### config.mk
export PLATFORM = sky130hd
export DESIGN_NAME = led_div_ctrl
export DESIGN_NICKNAME = d
export VERILOG_FILES = /design/src/rtl/led_div_pkg.sv /design/src/rtl/btn_debounce.sv /design/src/rtl/led_div_ctrl.sv
export SDC_FILE = /design/constraint.sdc
export NUM_CORES = 1
export LEC_CHECK = 0
export ABC_AREA = 1
export BUFFER_PORTS_ARGS = -buffer_cell sky130_fd_sc_hd__buf_2
export CORE_ASPECT_RATIO = 1.4
export CORE_MARGIN = 8
export CORE_UTILIZATION = 35
export DETAILED_ROUTE_END_ITERATION = 12
export MAX_ROUTING_LAYER = met4
export PLACE_DENSITY_LB_ADDON = 0.15
export SLEW_MARGIN = 20
export SYNTH_ARGS = -nofsm -noshare
export SYNTH_HDL_FRONTEND = slang
export SYNTH_HIERARCHICAL = 1
export SYNTH_SLANG_ARGS = --single-unit
### constraint.sdc
create_clock -name clk100 -period 2.2 [get_ports clk100]
set_input_delay 0.22 -clock clk100 [delete_from_list [all_inputs] [get_ports clk100]]
set_output_delay 0.22 -clock clk100 [all_outputs]
set_load 0.01 [all_outputs]
### src/rtl/led_div_pkg.sv
// Shared types and default constants for the LED divider control stage.
package led_div_pkg;

  typedef enum logic [1:0] {
    ST_INIT  = 2'd0,
    ST_IDLE  = 2'd1,
    ST_CALC  = 2'd2,
    ST_WRITE = 2'd3
  } state_e;

  localparam int DIV_W        = 12;
  localparam int DIV_MIN      = 1;
  localparam int DIV_MAX      = 4095;
  localparam int DIV_STEP     = 16;
  localparam int DIV_INIT     = 256;
  localparam int DEBOUNCE_CYC = 1000000;

endpackage

### src/rtl/btn_debounce.sv
// Raw pushbutton -> 2-FF synchronizer -> stability counter -> single-cycle press pulse.
module btn_debounce #(
  parameter int DEBOUNCE_CYC = led_div_pkg::DEBOUNCE_CYC
) (
  input  logic clk100,
  input  logic rstn,
  input  logic btn_i,
  output logic press_o
);

  localparam int            CW      = $clog2(DEBOUNCE_CYC);
  localparam logic [CW-1:0] CNT_END = CW'(DEBOUNCE_CYC - 1);

  logic [1:0]    sync;
  logic          deb;
  logic          deb_q;
  logic [CW-1:0] cnt;

  // two-stage synchronizer for the asynchronous button
  always_ff @(posedge clk100 or negedge rstn) begin
    if (!rstn) sync <= '0;
    else       sync <= {sync[0], btn_i};
  end

  // accept a new level only after it has differed from the debounced one long enough
  always_ff @(posedge clk100 or negedge rstn) begin
    if (!rstn) begin
      cnt <= '0;
      deb <= 1'b0;
    end else if (sync[1] == deb) begin
      cnt <= '0;
    end else if (cnt == CNT_END) begin
      cnt <= '0;
      deb <= ~deb;
    end else begin
      cnt <= cnt + 1'b1;
    end
  end

  // delayed copy for rising-edge detection; releases are ignored
  always_ff @(posedge clk100 or negedge rstn) begin
    if (!rstn) deb_q <= 1'b0;
    else       deb_q <= deb;
  end

  assign press_o = deb & ~deb_q;

endmodule

### src/rtl/led_div_ctrl.sv
// Divider owner: merges button presses and software loads into saturated
// divider updates, each announced by a single-cycle write strobe.
module led_div_ctrl #(
  parameter int DEBOUNCE_CYC = led_div_pkg::DEBOUNCE_CYC,
  parameter int DIV_W        = led_div_pkg::DIV_W,
  parameter int DIV_MIN      = led_div_pkg::DIV_MIN,
  parameter int DIV_MAX      = led_div_pkg::DIV_MAX,
  parameter int DIV_STEP     = led_div_pkg::DIV_STEP,
  parameter int DIV_INIT     = led_div_pkg::DIV_INIT
) (
  input  logic             clk100,
  input  logic             rstn,
  input  logic             btn_up_i,
  input  logic             btn_dn_i,
  input  logic [DIV_W-1:0] sw_div_i,
  input  logic             sw_load_i,
  output logic [DIV_W-1:0] div_o,
  output logic             wren_o,
  output logic             sat_o
);

  import led_div_pkg::state_e;
  import led_div_pkg::ST_INIT;
  import led_div_pkg::ST_IDLE;
  import led_div_pkg::ST_CALC;
  import led_div_pkg::ST_WRITE;

  localparam logic [DIV_W-1:0] MIN_V  = DIV_W'(DIV_MIN);
  localparam logic [DIV_W-1:0] MAX_V  = DIV_W'(DIV_MAX);
  localparam logic [DIV_W-1:0] INIT_V = DIV_W'(DIV_INIT);
  localparam logic [DIV_W:0]   STEP_X = (DIV_W+1)'(DIV_STEP);

  state_e           state, state_nx;
  logic [1:0]       btn_raw, press;
  logic             p_up, p_dn, p_ld;
  logic [DIV_W-1:0] ld_val, nxt, nxt_q;
  logic [DIV_W:0]   sum, dif;
  logic             consume, wr;

  assign btn_raw = {btn_dn_i, btn_up_i};

  for (genvar g = 0; g < 2; g++) begin : g_btn
    btn_debounce #(.DEBOUNCE_CYC(DEBOUNCE_CYC)) u_deb (
      .clk100  (clk100),
      .rstn    (rstn),
      .btn_i   (btn_raw[g]),
      .press_o (press[g])
    );
  end

  // sticky request flags; a new event in the consuming cycle wins over the clear
  always_ff @(posedge clk100 or negedge rstn) begin
    if (!rstn) begin
      p_up   <= 1'b0;
      p_dn   <= 1'b0;
      p_ld   <= 1'b0;
      ld_val <= '0;
    end else begin
      p_up <= (p_up & ~consume) | press[0];
      p_dn <= (p_dn & ~consume) | press[1];
      p_ld <= (p_ld & ~consume) | sw_load_i;
      if (sw_load_i) ld_val <= sw_div_i;
    end
  end

  // candidate divider: load beats buttons, opposing presses cancel, one extra bit catches wrap
  always_comb begin
    sum = {1'b0, div_o} + STEP_X;
    dif = {1'b0, div_o} - STEP_X;
    nxt = div_o;
    if (p_ld) begin
      if (ld_val < MIN_V)      nxt = MIN_V;
      else if (ld_val > MAX_V) nxt = MAX_V;
      else                     nxt = ld_val;
    end else if (p_up && p_dn) begin
      nxt = div_o;
    end else if (p_up) begin
      nxt = (sum > {1'b0, MAX_V}) ? MAX_V : sum[DIV_W-1:0];
    end else if (p_dn) begin
      nxt = (dif[DIV_W] || (dif[DIV_W-1:0] < MIN_V)) ? MIN_V : dif[DIV_W-1:0];
    end
  end

  // state register
  always_ff @(posedge clk100 or negedge rstn) begin
    if (!rstn) state <= ST_INIT;
    else       state <= state_nx;
  end

  // next state: skip the write when the result would not change the divider
  always_comb begin
    state_nx = state;
    case (state)
      ST_INIT:  state_nx = ST_WRITE;
      ST_IDLE:  if (p_up || p_dn || p_ld) state_nx = ST_CALC;
      ST_CALC:  state_nx = (nxt == div_o) ? ST_IDLE : ST_WRITE;
      ST_WRITE: state_nx = ST_IDLE;
      default:  state_nx = ST_INIT;
    endcase
  end

  // state decodes
  always_comb begin
    consume = (state == ST_CALC);
    wr      = (state == ST_WRITE);
  end

  // registered datapath: result latched in CALC, published with the strobe from WRITE
  always_ff @(posedge clk100 or negedge rstn) begin
    if (!rstn) begin
      nxt_q  <= INIT_V;
      div_o  <= INIT_V;
      wren_o <= 1'b0;
    end else begin
      wren_o <= wr;
      if (consume) nxt_q <= nxt;
      if (wr)      div_o <= nxt_q;
    end
  end

  assign sat_o = (div_o == MIN_V) || (div_o == MAX_V);

endmodule

==> results of run 1 <==
## final timing paths
check                                  startpoint                     end  slack, ns  cells past startpoint
hold / removal                        sw_div_i[1]               ld_val[1]       0.09                      3
setup / recovery                         div_o[7]                state[1]      -0.23                     19
hold reg to reg            g_btn[1].u_deb/sync[0]  g_btn[1].u_deb/sync[1]       0.35                      0
setup reg to reg                         div_o[7]                state[1]      -0.23                     19
max in group asynchronous                    rstn                div_o[8]       1.14                      3
min in group asynchronous                    rstn                nxt_q[1]       0.35                      2
## per-stage QoR
stage | cell area, sq um | util | total power, mW | hold WS, ns
2_1_floorplan | 5440 | - | 3.74 | -0.0756
3_3_place_gp | 6340 | 0.412 | 5.24 | 0.181
3_5_place_dp | 6340 | 0.412 | 5.23 | 0.186
4_1_cts | 6880 | 0.447 | 7.20 | 0.0774
5_1_grt | 6990 | 0.454 | 7.77 | 0.0872
6_report | 6990 | 0.454 | 7.27 | 0.0873
## registers in the layout (all words and copies together), names as in the netlist
name               cells
g_btn.u_deb/cnt       40
div_o                 12
ld_val                12
nxt_q                 12
g_btn.u_deb/sync       4
g_btn.u_deb/deb        2
g_btn.u_deb/deb_q      2
state                  2
p_dn                   1
p_ld                   1
p_up                   1
wren_o                 1
## synth_stat cells (all sizes together)
| master | count | area (sq um) |
|---|---|---|
| nand2 | 205 | 822 |
| nor2 | 135 | 587 |
| dfrtp | 88 | 2200 |
| inv | 83 | 312 |
| nand3 | 60 | 328 |
| o21ai | 47 | 235 |
| nand4 | 24 | 165 |
| xor2 | 17 | 164 |
| a21oi | 16 | 83.8 |
| nor3 | 10 | 50.1 |
| buf | 9 | 68.8 |
| clkbuf | 7 | 26.3 |
| ha | 7 | 87.6 |
| o21bai | 5 | 37.5 |
| or2 | 5 | 31.3 |
| a31oi | 4 | 25.0 |
| nor3b | 4 | 40.0 |
| xnor2 | 4 | 35.0 |
| nand3b | 3 | 22.5 |
| dfstp | 2 | 52.6 |
| o211ai | 2 | 15.0 |
| o22ai | 2 | 12.5 |
| and3 | 1 | 6.26 |
| nor4 | 1 | 6.26 |
| o311ai | 1 | 8.76 |
| o31ai | 1 | 7.51 |
## cell families after synthesis
group           count (synthesis)  synth area share
simple gates                  448             0.379
fa+ha+maj                       7            0.0161
xor+xnor                       21            0.0366
flops                          90             0.415
buf+inv                        99            0.0749
compound gates                 78            0.0783
## power by group through the flow
stage	combinational, mW	sequential (mW)	clock (mW)
5_1_grt	3.76	2.20	1.81
3_3_place_gp	3.04	2.19	0
2_1_floorplan	1.53	2.20	0
6_report	3.40	2.17	1.70
4_1_cts	3.29	2.16	1.75
3_5_place_dp	3.03	2.20	0
## per-layer routing
metal	vias to the layer above	global-route usage	routed length, um
met5	-	-	0
met4	0	0.0715	363
met3	22	0.0263	456
met2	91	0.304	8410
met1	2457	0.179	6230
li1	2626	-	-
## critical path, stage by stage, from the launching register on
cell and delay (ns):
dfrtp_2 0.44, buf_4 0.18, nor2_4 0.14, nand2_1 0.09, nand2_1 0.08, nand3_1 0.09
nor2_2 0.16, nand3_2 0.12, nand2_4 0.09, nand3_4 0.14, nand2_4 0.13, nand2_2 0.06
nand3b_1 0.08, nand2_1 0.07, nor2_2 0.14, nand2_1 0.07, nor2_1 0.08, nand3_1 0.07
nand2_1 0.06, inv_1 0.04
## layout make-up
class / count / share of cell area
multi-input cells: 554 / 0.416
flip-flops and latches: 90 / 0.323
repair buffers: 126 / 0.134
inverters: 83 / 0.0453
well taps: 196 / 0.0351
clock buffers: 9 / 0.0322
clock inverters: 7 / 0.0143
## timing repair
item,in CTS,in global routing
hold endpoints to repair,31,0
pin swaps,15,18
gates resized for setup,27,26
setup buffers,10,5
hold buffers,3,0
endpoints found under the setup margin,5,13
==> run summary, run 1 <==
Status - complete, but fails checks
Failing checks - setup timing
Synth Register Bits - 90
Mapped Area - 5430 sq um
Combinational Power Share - 0.468
Register area share after synthesis - 0.415
DR pass1 iterations - 4
I/O Buffers - 30
Detailed Route WL - 15.5 mm
Post-Place Cells - 1032
Relative slew slack - 0.547
Layout cell share with drive strength beyond 1 - 0.276
Clk_skew - 0.0103 ns
Final non-filler cell total - 1065
Clk Latency, worst-skew pair - 0.35 ns
Setup violations, final - 4
Vias in the first global route - 5396
CP Class - flip-flop to flip-flop
Post-route DRC - 0
Core area - 15400 sq um
Sequential power share - 0.299
TritonCTS clock tree - done
Area occupied by multi-input gates - 2900 sq um
Syn Inst Count - 743
Avg WL per Cell - 14.5 um
Commonest cells after routing, fill and taps aside - nand2_1, nor2_1, dfrtp_1, buf_4, inv_1
CTS clk-pin slew, worst paths - 0.07 ns
Die W - 121 um
Switching Power - 2.76 mW
Post-route ant nets - 0
Diode count - 0
Initial Utilization - 0.353
Gpl congestion - 0.909
Worst Path Max Fanout - 7
CTS Root Cell - clkbuf_16
Die Height - 163 um
Initial antenna violation count - 0
Area grow syn2layout - 28.6%
Drt initial violations - 230
Vias post-DR - 5196
CP Capture Type - flip-flop
Max Fclk - 412 MHz
Commonest non-fill, non-tap cell in the layout - nand2_1
Global-route wire length before repair - 25.9 mm
Largest net degree at the start of global routing - 62
Cell Int Power - 4.50 mW
HP Class - primary input to flip-flop
Clock buffer depth - 2
Crit path time final - 2.43 ns
Sequential cell area - 2260 sq um
Total GRT Usage - 0.169
Setup tns final - -0.380 ns
Top-level I/O count - 31
Period utilisation layout - 1.10
Fin. Hold Viols - 0
Worst path arrival time - 2.66 ns
Slew Limit Fails - 0
Ys Warns - 6
Syn_nets - 767
Sink Count - 90
Max-cap check violation count - 0
DP Worst Slack - -0.309 ns
CP required - 2.43 ns
Clock Power Share - 0.234
Row count - 54
Vias per cell - 4.88
Cts bufs inserted - 9
Die ar. - 19800 sq um
Switching part of the total power - 0.380
Layout Nets - 888
Leakage - 3.34 nW
Avg Cell Area, Syn - 7.31 sq um
Global route overflow - 0
Power Dens Cells - 1040 nW/um^2
Max H-tree Level - 3
Detail Placement HPWL - 12.0 mm
Synth unique cells - 41
Worst-Margin Slew - 0.678 ns
Worst vdd ir - 0.516 mV
RSZ-0062 raised after global routing - true
Setup ws final - -0.225 ns
Fill cell count - 1606
Crit path launch type - flip-flop
Note: power is estimated with default switching activity, not from simulation.
==> run 2: changes to the inputs <==
--- a/config.mk
+++ b/config.mk
@@ -5,8 +5,8 @@
 export SDC_FILE = /design/constraint.sdc
 export NUM_CORES = 1
 export LEC_CHECK = 0
-export ABC_AREA = 1
 export BUFFER_PORTS_ARGS = -buffer_cell sky130_fd_sc_hd__buf_2
+export CAP_MARGIN = 25
 export CORE_ASPECT_RATIO = 1.4
 export CORE_MARGIN = 8
 export CORE_UTILIZATION = 35
==> constraint.sdc (replaced) <==
create_clock -name clk100 -period 2.2 [get_ports clk100]
set_input_delay 0.33 -clock clk100 [delete_from_list [all_inputs] [get_ports clk100]]
set_output_delay 0.33 -clock clk100 [all_outputs]
set_load 0.01 [all_outputs]
==> run summary, run 2 <==
Clock Power Share - 0.219
Power Dens Cells - 1080 nW/um^2
Setup ws final - -0.0252 ns
Layout Nets - 664
Fin. Hold Viols - 0
Area grow syn2layout - 27.4%
CP max stage cell - dfrtp_2
Vias in the first global route - 4705
Row count - 52
Drt initial violations - 194
Diode count - 0
Crit path time final - 2.23 ns
DR pass1 iterations - 4
Ys async rst share - 1.00
Largest cells by area after synthesis - dfrtp_1, mux2_2, nor2_1
Number of synthesized flops with an enable pin - 0
Max-cap check violation count - 0
Most used flip-flop cell after synthesis - dfrtp_1
Clk Latency, worst-skew pair - 0.34 ns
Max FFs per register - 40
Detail Placement HPWL - 12.4 mm
Syn Inst Count - 544
Status - complete, but fails checks
Avg Cell Area, Syn - 9.45 sq um
Combinational Power Share - 0.459
Ys Warns - 6
Die W - 118 um
Detailed Route WL - 16.2 mm
Worst-Margin Slew - 0.704 ns
Max H-tree Level - 3
Clock buffer depth - 2
Avg WL per Cell - 19.4 um
Synth unique cells - 72
Largest net degree at the start of global routing - 45
I/O Buffers - 30
Sequential power share - 0.321
Switching Power - 2.72 mW
Vias per cell - 5.44
CP required - 2.45 ns
Synth Register Bits - 90
Commonest cells in the netlist - dfrtp_1, nor2_1, nand2_1
Most frequent cell after synthesis - dfrtp_1
Period utilisation layout - 1.01
Total GRT Usage - 0.177
Syn_nets - 568
Post-route ant nets - 0
Switching part of the total power - 0.385
RSZ-0062 raised after global routing - true
Commonest non-fill, non-tap cell in the layout - dfrtp_1
CP max stage delay - 0.45 ns
Worst vdd ir - 0.410 mV
Sink Count - 90
TritonCTS clock tree - done
Register area share after synthesis - 0.439
Max Fclk - 449 MHz
Die ar. - 18900 sq um
Die Height - 159 um
Relative slew slack - 0.530
CTS clk-pin slew, worst paths - 0.07 ns
Leakage - 2.75 nW
Crit path launch type - flip-flop
Cts bufs inserted - 9
HP Class - primary input to flip-flop
Cell Int Power - 4.33 mW
Global-route wire length before repair - 25.9 mm
Top-level I/O count - 31
Gpl congestion - 1.02
Clk_skew - 0.00822 ns
Commonest cells after routing, fill and taps aside - dfrtp_1, buf_4, nor2_1
CTS Root Cell - clkbuf_16
Slew Limit Fails - 0
Setup violations, final - 1
Leading area contributor after synthesis - dfrtp_1
Global route overflow - 0
Power Total - 7.05 mW
Critical Path Most Common Cell - buf_4
Layout cell share with drive strength beyond 1 - 0.312
CP Class - flip-flop to flip-flop
Post-route DRC - 0
Initial antenna violation count - 0
Critical path cell sequence - inv_4 -> ha_4 -> buf_4 -> inv_1 -> a2111oi_2 -> o31a_1 -> nand2_1 -> nor2_2 -> nor4_2 -> buf_4 -> a41oi_1
CP Capture Type - flip-flop
Worst path arrival time - 2.48 ns
Worst Path Max Fanout - 7
Mapped Area - 5140 sq um
Core area - 14400 sq um
Failing checks - setup timing
Initial Utilization - 0.356
WHS - 0.0973 ns
Top reg by flops - g_btn.u_deb/cnt
Yosys top cell area share - 0.428
Vias post-DR - 4533
-- run 2: layer usage --
| metal | track usage | routed length, um | up-vias | part of all wire |
|---|---|---|---|---|
| li1 | - | - | 2157 | - |
| met1 | 0.194 | 6350 | 2215 | 0.39 |
| met2 | 0.303 | 8610 | 121 | 0.53 |
| met3 | 0.0238 | 500 | 40 | 0.031 |
| met5 | - | 0 | - | 0 |
| met4 | 0.103 | 715 | 0 | 0.044 |
-- run 2: layout make-up --
| cell class | count | area (sq um) |
|---|---|---|
| fill | 1442 | 7900 |
| multi-input combinational | 407 | 2850 |
| sequential | 90 | 2260 |
| timing repair buffer | 111 | 816 |
| clock buffer | 11 | 243 |
| tap | 189 | 236 |
| inverter | 21 | 86.3 |
| clock inverter | 5 | 53.8 |
-- run 2: timing repair --
item	in CTS	in global routing
setup buffers	9	1
resized for setup	14	29
gates cloned	0	0
endpoints found under the setup margin	3	10
hold buffers	1	0
pin swaps	6	8
hold endpoints to repair	29	0
-- run 2: worst paths after layout --
kind | start | end | slack (ns) | depth (start not counted)
setup / recovery | div_o[5] | state[1] | -0.03 | 11
hold / removal | btn_up_i | g_btn[0].u_deb/sync[0] | 0.1 | 1
setup reg to reg | div_o[5] | state[1] | -0.03 | 11
hold reg to reg | g_btn[1].u_deb/sync[0] | g_btn[1].u_deb/sync[1] | 0.35 | 0
max in group asynchronous | rstn | div_o[8] | 1.05 | 3
min in group asynchronous | rstn | g_btn[1].u_deb/cnt[12] | 0.48 | 2
-- run 2: cell families (layout without fill, tap and decap cells) --
logic type / count (synthesis) / after routing / share of synthesized area
and+or+nand+nor: 237 / 237 / 0.248
AOI/OAI and AO/OA: 99 / 99 / 0.133
DFF: 90 / 90 / 0.439
buffers and inverters: 47 / 148 / 0.0433
xor gates and xnor gates: 40 / 40 / 0.0681
muxes: 24 / 24 / 0.0516
adders and majority gates: 7 / 7 / 0.0170
-- run 2: worst max-delay path: cells and delay by family (launching register included) --
| kind | cells | cell delay [ns] |
|---|---|---|
| AOI/OAI and AO/OA | 3 | 0.78 |
| adders and majority gates | 1 | 0.19 |
| buffers and inverters | 4 | 0.43 |
| DFF | 1 | 0.45 |
| and+or+nand+nor | 3 | 0.29 |
-- run 2: power groups by stage --
stage / Sequential (mW) / Clock, mW / Combinational (mW)
3_3_place_gp: 2.26 / 0 / 2.90
2_1_floorplan: 2.26 / 0 / 1.59
5_1_grt: 2.30 / 1.65 / 3.47
4_1_cts: 2.25 / 1.59 / 3.09
3_5_place_dp: 2.27 / 0 / 2.87
6_report: 2.26 / 1.55 / 3.24
-- run 2: stage by stage --
| stage | cells | instance area (sq um) | setup TNS [ns] | util | setup slack [ns] |
|---|---|---|---|---|---|
| floorplan | 544 | 5210 | -0.000410 | - | -0.000410 |
| global placement | 808 | 6000 | -0.164 | 0.415 | -0.110 |
| detailed placement | 808 | 6000 | -0.173 | 0.415 | -0.0952 |
| CTS | 834 | 6440 | -0.0310 | 0.446 | -0.0310 |
| global route | 834 | 6550 | -0.278 | 0.453 | -0.144 |
| finish | 834 | 6550 | -0.0252 | 0.453 | -0.0252 |
==> run 3: changes to the inputs <==
--- a/config.mk
+++ b/config.mk
@@ -5,7 +5,7 @@
 export SDC_FILE = /design/constraint.sdc
 export NUM_CORES = 1
 export LEC_CHECK = 0
-export BUFFER_PORTS_ARGS = -buffer_cell sky130_fd_sc_hd__buf_2
+export BUFFER_PORTS_ARGS = -buffer_cell sky130_fd_sc_hd__buf_4
 export CAP_MARGIN = 25
 export CORE_ASPECT_RATIO = 1.4
 export CORE_MARGIN = 8
==> constraint.sdc (replaced) <==
create_clock -name clk100 -period 2.2 [get_ports clk100]
set_input_delay 0.11 -clock clk100 [delete_from_list [all_inputs] [get_ports clk100]]
set_output_delay 0.11 -clock clk100 [all_outputs]
set_load 0.01 [all_outputs]
==> run summary, run 3 (same netlist as run 2, synthesis figures left out) <==
Area occupied by multi-input gates - 2860 sq um
CP required - 2.46 ns
Post-Place Cells - 811
TritonCTS clock tree - done
Clock buffer depth - 2
Detailed Route WL - 16.4 mm
Fin. Hold Viols - 0
Max Fclk - 423 MHz
Global route overflow - 0
Fill cell count - 1407
Gpl congestion - 0.982
Initial Utilization - 0.356
Final non-filler cell total - 855
Initial antenna violation count - 0
Post-route DRC - 0
Max H-tree Level - 3
Max FFs per register - 40
Worst vdd ir - 0.504 mV
Slew Limit Fails - 0
Commonest cells after routing, fill and taps aside - buf_4, dfrtp_1, nor2_1
Total GRT Usage - 0.183
Detail Placement HPWL - 12.3 mm
HP Class - primary input to flip-flop
Status - complete, but fails checks
Max-cap check violation count - 0
Post-route ant nets - 0
Leakage - 2.89 nW
CP Capture Type - flip-flop
Area grow syn2layout - 33.6%
Cell Int Power - 4.62 mW
Core area - 14400 sq um
Sequential cell area - 2260 sq um
Worst Path Max Fanout - 4
Setup ws final - -0.162 ns
Sink Count - 90
Vias per cell - 5.40
DP Worst Slack - -0.173 ns
Clock Power Share - 0.235
Top reg by flops - g_btn.u_deb/cnt
Final core occ - 0.476
Die Height - 159 um
Cell area after layout - 6870 sq um
Layout Nets - 685
Die ar. - 18900 sq um
Power Total - 7.37 mW
Failing checks - setup timing
Combinational Power Share - 0.463
RSZ-0062 raised after global routing - true
Worst reg-to-reg setup slack - -0.16 ns
DR pass1 iterations - 5
I/O Buffers - 30
Crit path launch type - flip-flop
WHS - 0.0142 ns
Row count - 52
Largest net degree at the start of global routing - 44
Period utilisation layout - 1.07
Area after DPL - 6110 sq um
Clk_skew - 0.0104 ns
Vias in the first global route - 4789
Worst path arrival time - 2.63 ns
CTS Root Cell - clkbuf_16
Cts bufs inserted - 9
Clk Latency, worst-skew pair - 0.34 ns
Setup tns final - -0.309 ns
Global-route wire length before repair - 26.5 mm
Drt initial violations - 211
Sequential power share - 0.302
Vias post-DR - 4613
Commonest non-fill, non-tap cell in the layout - buf_4
Relative slew slack - 0.597
CP Class - flip-flop to flip-flop
Switching Power - 2.75 mW
Worst-Margin Slew - 0.600 ns
Avg WL per Cell - 19.2 um
Switching part of the total power - 0.373
Crit path time final - 2.36 ns
Power Dens Cells - 1070 nW/um^2
CTS clk-pin slew, worst paths - 0.07 ns
Diode count - 0
Layout cell share with drive strength beyond 1 - 0.308
Setup violations, final - 5
Die W - 118 um
Top-level I/O count - 31
## run 3: critical path: stages (launching register included)
cell and delay, ns:
dfrtp_1 0.42, or4b_4 0.53, nor3_2 0.13, buf_4 0.14
o311ai_4 0.12, buf_6 0.16, buf_6 0.10, a21o_4 0.21
a211oi_2 0.22, nor4_2 0.06, a41oi_1 0.18
## run 3: timing repair
| action | CTS | global route |
|---|---|---|
| hold buffers | 11 | 0 |
| setup buffers | 7 | 10 |
| hold endpoints to repair | 42 | 0 |
| pin swaps | 5 | 12 |
| gates resized for setup | 17 | 26 |
| setup endpoints to repair | 6 | 10 |
## run 3: path summary, 6_finish.rpt
check	from	endpoint	cells after the start
hold reg to reg	g_btn[0].u_deb/sync[0]	g_btn[0].u_deb/sync[1]	0
setup reg to reg	div_o[7]	state[1]	10
min in group asynchronous	rstn	nxt_q[10]	2
setup / recovery	div_o[7]	state[1]	10
max in group asynchronous	rstn	div_o[9]	3
hold / removal	sw_div_i[4]	ld_val[4]	2
## run 3: cell type report
class,count,area share
clock buffers,11,0.0368
clock inverters,5,0.0124
inverters,21,0.0126
multi-input cells,407,0.416
flip-flops and latches,90,0.329
well taps,189,0.0344
repair buffers,132,0.159
## run 3: power by group through the flow
stage                     Clock (mW)  Combinational, mW  Sequential, mW
after floorplan                    0               1.59            2.26
after global placement             0               3.08            2.24
after detailed placement           0               3.05            2.25
after CTS                       1.79               3.22            2.23
after global routing            1.86               3.70            2.26
final                           1.73               3.41            2.22
## run 3: layer usage
| metal | part of all wire | GRT usage | vias up | routed length [um] |
|---|---|---|---|---|
| li1 | - | - | 2197 | - |
| met1 | 0.40 | 0.200 | 2233 | 6590 |
| met2 | 0.51 | 0.309 | 128 | 8300 |
| met3 | 0.031 | 0.0227 | 55 | 511 |
| met4 | 0.063 | 0.119 | 0 | 1030 |
| met5 | 0 | - | - | 0 |
